## src/rtl/cache_mem_bridge.sv

```systemverilog
// cache_mem_bridge: splits 64 B cache line fills/writebacks into 16 x 32-bit memory bus beats.
// Ports:
//   clk, rst_n                       clock, synchronous active-low reset
//   req_rd/req_rd_addr               line fill request (level) and byte address
//   req_wr/req_wr_addr/req_wr_data   writeback request (level), byte address, victim line
//   busy                             transaction in progress
//   line_data/line_valid             assembled fill line and its one-cycle completion pulse
//   wr_done                          one-cycle writeback completion pulse
//   err                              one-cycle watchdog abort pulse
//   bus_valid/bus_we/bus_addr/bus_wdata/bus_ready   beat command channel
//   bus_rdata/bus_rvalid             in-order read response channel
// Optional: define CACHE_MEM_BRIDGE_TIMEOUT_EN to enable the TIMEOUT-cycle watchdog
// (otherwise the bridge waits indefinitely and err stays 0).
module cache_mem_bridge #(
  parameter int PA_WIDTH   = 32,
  parameter int LINE_WIDTH = 512,
  parameter int BUS_WIDTH  = 32,
  parameter int BO_WIDTH   = 6,
  parameter int TIMEOUT    = 255
) (
  input  logic                  clk,
  input  logic                  rst_n,
  input  logic                  req_rd,
  input  logic [PA_WIDTH-1:0]   req_rd_addr,
  input  logic                  req_wr,
  input  logic [PA_WIDTH-1:0]   req_wr_addr,
  input  logic [LINE_WIDTH-1:0] req_wr_data,
  output logic                  busy,
  output logic [LINE_WIDTH-1:0] line_data,
  output logic                  line_valid,
  output logic                  wr_done,
  output logic                  err,
  output logic                  bus_valid,
  output logic                  bus_we,
  output logic [PA_WIDTH-1:0]   bus_addr,
  output logic [BUS_WIDTH-1:0]  bus_wdata,
  input  logic                  bus_ready,
  input  logic [BUS_WIDTH-1:0]  bus_rdata,
  input  logic                  bus_rvalid
);
  localparam int TAG_W = PA_WIDTH - BO_WIDTH;
`ifdef CACHE_MEM_BRIDGE_TIMEOUT_EN
  localparam bit WD_EN = 1'b1;
`else
  localparam bit WD_EN = 1'b0;
`endif
  typedef enum logic [1:0] {IDLE, WRITE, READ, DONE} state_t;
  state_t state, state_nx;
  logic [TAG_W-1:0] wr_base, rd_base;
  logic [LINE_WIDTH-1:0] wr_line;
  logic rd_pend, wb_first, done_wr, done_rd, done_err;
  logic [4:0] issue_cnt, rcv_cnt;
  logic [7:0] wd;
  logic hs, rx, active, last_wr, last_rx, timeout;
  logic [PA_WIDTH-1:0] beat_off;
  logic unused_offset_bits;
  assign unused_offset_bits = ^{req_rd_addr[BO_WIDTH-1:0], req_wr_addr[BO_WIDTH-1:0]};
  assign hs = bus_valid & bus_ready;
  // responses only count inside READ and only up to the 16th
  assign rx = (state == READ) & bus_rvalid & ~rcv_cnt[4];
  assign active = (state == WRITE) | (state == READ);
  assign last_wr = (state == WRITE) & hs & (issue_cnt == 5'd15);
  assign last_rx = rx & (rcv_cnt == 5'd15);
  assign timeout = WD_EN & active & ~hs & ~rx & (wd == 8'(TIMEOUT - 1));
  always_ff @(posedge clk) state <= !rst_n ? IDLE : state_nx;
  always_comb begin
    state_nx = state;
    case (state)
      IDLE:    state_nx = req_wr ? WRITE : req_rd ? READ : IDLE;
      WRITE:   state_nx = timeout ? DONE : last_wr ? (rd_pend ? READ : DONE) : WRITE;
      READ:    state_nx = (timeout | last_rx) ? DONE : READ;
      default: state_nx = IDLE;
    endcase
  end
  always_comb begin
    busy = state != IDLE;
    bus_valid = (state == WRITE) | ((state == READ) & ~issue_cnt[4]);
    bus_we = state == WRITE;
    // beat offset stays below the line size, so the add never carries into the base
    beat_off = PA_WIDTH'({issue_cnt[3:0], 2'b00});
    bus_addr = !bus_valid ? '0 : bus_we ? {wr_base, BO_WIDTH'(0)} + beat_off : {rd_base, BO_WIDTH'(0)} + beat_off;
    bus_wdata = bus_we ? wr_line[BUS_WIDTH-1:0] : '0;
    line_valid = (state == DONE) & done_rd;
    wr_done = (state == DONE) & done_wr;
    err = (state == DONE) & done_err;
  end
  always_ff @(posedge clk) begin
    if (!rst_n) begin
      wr_base <= '0;
      rd_base <= '0;
      wr_line <= '0;
      rd_pend <= 1'b0;
      wb_first <= 1'b0;
      issue_cnt <= '0;
      rcv_cnt <= '0;
      wd <= '0;
      done_wr <= 1'b0;
      done_rd <= 1'b0;
      done_err <= 1'b0;
    end else begin
      wd <= (WD_EN & active & ~hs & ~rx) ? wd + 8'd1 : '0;
      if (state == IDLE) begin
        issue_cnt <= '0;
        rcv_cnt <= '0;
        done_wr <= 1'b0;
        done_rd <= 1'b0;
        done_err <= 1'b0;
        rd_pend <= req_wr & req_rd;
        wb_first <= req_wr & req_rd;
        if (req_wr) begin
          wr_base <= req_wr_addr[PA_WIDTH-1:BO_WIDTH];
          wr_line <= req_wr_data;
        end
        if (req_rd) rd_base <= req_rd_addr[PA_WIDTH-1:BO_WIDTH];
      end
      // the victim line shifts down so the current write word is always at the bottom
      if (hs) begin
        issue_cnt <= last_wr ? '0 : issue_cnt + 5'd1;
        wr_line <= wr_line >> BUS_WIDTH;
      end
      if (last_wr) begin
        rd_pend <= 1'b0;
        done_wr <= ~rd_pend;
      end
      if (rx) rcv_cnt <= rcv_cnt + 5'd1;
      if (last_rx) begin
        done_rd <= 1'b1;
        done_wr <= wb_first;
      end
      if (timeout) done_err <= 1'b1;
    end
  end
  always_ff @(posedge clk) begin
    if (!rst_n) line_data <= '0;
    else for (int i = 0; i < 16; i++)
      if (rx && rcv_cnt[3:0] == 4'(i)) line_data[i*BUS_WIDTH +: BUS_WIDTH] <= bus_rdata;
  end
endmodule

```

## config.mk

```make
export PLATFORM = sky130hd
export DESIGN_NAME = cache_mem_bridge
export DESIGN_NICKNAME = d
export VERILOG_FILES = /design/src/rtl/cache_mem_bridge.sv
export SDC_FILE = /design/constraint.sdc
export NUM_CORES = 2
export LEC_CHECK = 0
export CAP_MARGIN = 40
export CORE_AREA = 2 2 466 468
export DETAILED_ROUTE_END_ITERATION = 16
export DIE_AREA = 0 0 468 470
export SKIP_LAST_GASP = 1
export SLEW_MARGIN = 20
export SYNTH_ARGS = -nofsm -noshare
export SYNTH_HDL_FRONTEND = slang
export SYNTH_SLANG_ARGS = --single-unit
```

## constraint.sdc

```tcl
create_clock -name clk -period 1.84 [get_ports clk]
set_input_delay 0.46 -clock clk [delete_from_list [all_inputs] [get_ports clk]]
set_output_delay 0.46 -clock clk [all_outputs]
set_load 0.01 [all_outputs]
```

==> flow_summary.ini <==
[floorplan]
die_x_um = 468
fp-row-count = 171
num_io_pins = 1196
initial_core_util_pct = 19.8
die_h_um = 470
dieArea_sq_um = 220000
core_sq_um = 216000

[synth]
yosys_warnings = 0
yosysSeqAreaShare_pct = 51.3
ys_types = 39
synth_area_sq_um = 42600
syn_area_per_cell_sq_um = 8.51
netlist_instances = 5008
synth-seq-cells = 1092
synth-async-reset-ratio_pct = 0
synth_edf_count = 0
synth_flop_cell = dfxtp_1

[clock_tree]
cts_tree = built
insertion_delay_ps = 810
htree_levels = 3
clock_tree.root_cell = clkbuf_16
clkTransAtPathRegs_ps = 70
ctsHoldBuffers = 0
clkSinkCount = 1092
numCtsBuffers = 117
cts_buffer_depth = 3

[final_layout]
nets = 7014
layout_commonest_cell = nand2_1
area_delta_synth_final_pct = 65.8
final_cell_mix = 1,235 x nand2_1, 995 x dfxtp_1, 719 x a21oi_1, 600 x clkdlybuf4s50_1, 513 x mux2i_1
drive_above_1_share_pct = 32.6
design_area_sq_um = 70700
fin_cells = 9396
fillers = 22054

[worst_setup_path]
reg2reg_depth = 16
critPathTopFamily = buffers and inverters
cp_slowest_stage_delay_ps = 330
cp_num_buf_inv = 6
worst_ep_arrival_time_ps = 2210
crit_cells = 8
slowest_stage = dfxtp_2
crit_fanout = 8
path_cells = nand2b_4 > inv_6 > buf_16 > buf_16 > buf_12 > buf_12 > and2_4 > buf_6
cp-end-kind = output port
critPathLaunchType = register
crit_type = register to output port
crit_required_ps = 1380

[sta]
setup_viol = 1115
timing.final.ws_setup_ps = -832
worst_slew_pin_slew_ps = 573
rsz0062_at_grt = true
final_max_slew_viol_count = 0
finClkSkew_ps = 81.9
whs_ps = 129
min_period_over_period_pct = 145
max_slew_margin_pct = 61.7
hold_viol_final = 0
fin_crit_ps = 2670
fmax_mhz = 374

[detailed_routing]
first_pass_iters = 5
via_count = 43274
postRouteWirelength_mm = 217
drtAntennaViolNets = 0
drc = 0
drtIter0Drc = 3273
viasPerCell = 4.61
drt-wirelength-per-cell_um = 23.1

[global_routing]
grt_overflow = 0
grt_usage_pct = 17.5
grt_max_degree = 63
antenna_found_initial = 80
grt_first_pass_wirelength_mm = 284
first_global_vias = 40352

[outcome]
status = finished with violations
violations = negative setup slack

[placement]
place_area_sq_um = 60700
post-place-cells = 8999
hpwl_mm = 153
gp_congestion = 0.922
pre_cts_ws_ps = -717
port_buffers = 1180

[power]
power.density_nw_per_um2 = 896
power.total_w = 0.0633
leakagePower_nw = 31.9
vdd_drop_max_uv = 893

[min_path]
holdPathStages = 4
min_path_type = primary input to register

[run]
drv_cap = 0
[cells in the mapped netlist, types with 2 or more instances]
cell | number | area (sq um)
and2_1 | 39 | 244
nand2_2 | 9 | 56.3
buf_1 | 46 | 173
buf_2 | 97 | 485
a21boi_1 | 4 | 30.0
clkbuf_1 | 253 | 950
or3_1 | 3 | 18.8
nor2b_1 | 7 | 43.8
ha_1 | 6 | 75.1
nor2_1 | 4 | 15.0
o22ai_1 | 2 | 12.5
buf_6 | 10 | 113
nand3_1 | 8 | 40.0
and3_1 | 5 | 31.3
a21oi_1 | 1020 | 5100
mux2i_1 | 513 | 5130
nand4_1 | 4 | 25.0
a31oi_1 | 2 | 12.5
nand3_4 | 3 | 52.6
o21a_1 | 3 | 22.5
a21boi_0 | 53 | 398
nand4b_1 | 2 | 17.5
o21ai_0 | 393 | 1970
inv_1 | 7 | 26.3
nand2b_1 | 2 | 12.5
dfxtp_1 | 1092 | 21900
nand2_1 | 1265 | 4750
buf_4 | 56 | 420
o21ai_1 | 90 | 450
[per-stage QoR]
step | util, % | TNS (ps)
after floorplan | - | 0
after global placement | 28.1 | -321610
after detailed placement | 28.1 | -336450
after CTS | 29.8 | -243380
after global routing | 32.7 | -419730
final | 32.8 | -321880
[cell type report]
class                      instances  area [sq um]  share of cell area, %
tap                             2854          3570                   5.05
clock buffer                     175          3520                   4.98
clock inverter                    47           588                  0.832
timing repair buffer            1727         18100                   25.6
inverter                           8          35.0                 0.0496
sequential                      1092         22000                   31.1
antenna                           45           113                  0.159
multi-input combinational       3448         22800                   32.2
[routing by layer]
metal,track usage (%),share of wire [%],vias to the layer above
met5,0,0.13,-
met4,7.29,4.1,44
met3,5.55,9.7,423
met2,26.5,43,1878
met1,22.9,42,21080
li1,-,-,19849
[state kept, by name (all words and copies together), names as in the netlist]
| signal | cells |
|---|---|
| line_data | 512 |
| wr_line | 512 |
| rd_base | 26 |
| wr_base | 26 |
| issue_cnt | 5 |
| rcv_cnt | 5 |
| state | 2 |
| done_rd | 1 |
| done_wr | 1 |
| rd_pend | 1 |
| wb_first | 1 |
[path summary, 6_finish.rpt]
check | endpoint | slack, ps | start
max | bus_wdata[5] | -830 | state[1]
min | wr_line[105] | 130 | rst_n
max reg2reg | wr_line[88] | -570 | state[1]
min reg2reg | line_data[505] | 460 | line_data[505]
[report_power, final]
part           internal, W  switching (W)
Clock               0.0143         0.0108
Sequential          0.0250        0.00137
Combinational      0.00568        0.00614
[worst reg2reg max path, cell delays in order, from the launching register on]
cell and delay (ps):
dfxtp_2 330, nand2b_4 170, inv_6 90, buf_12 130, buf_16 160, buf_6 110
buf_8 100, o21ai_4 70, buf_6 130, buf_12 130, buf_12 130, buf_16 150
buf_6 120, buf_12 130, buf_4 140, o21ai_4 160, a21oi_2 50
[cell families after synthesis]
| kind of cell | count (synthesis) | synth area share (%) |
|---|---|---|
| DFF | 1092 | 51.3 |
| AOI/OAI and AO/OA | 1570 | 18.8 |
| and+or+nand+nor | 1356 | 12.6 |
| muxes | 513 | 12.0 |
| other | 1 | 0.00880 |
| adders and majority gates | 6 | 0.176 |
| buffers and inverters | 470 | 5.10 |
[timing repair]
action | in CTS | in global routing
setup buffers | 45 | 131
gates resized for setup | 2247 | 1480
endpoints found under the setup margin | 1612 | 1204
pin swaps | 24 | 51
cloned | 14 | 63
Power figures use the tool's default switching activity.
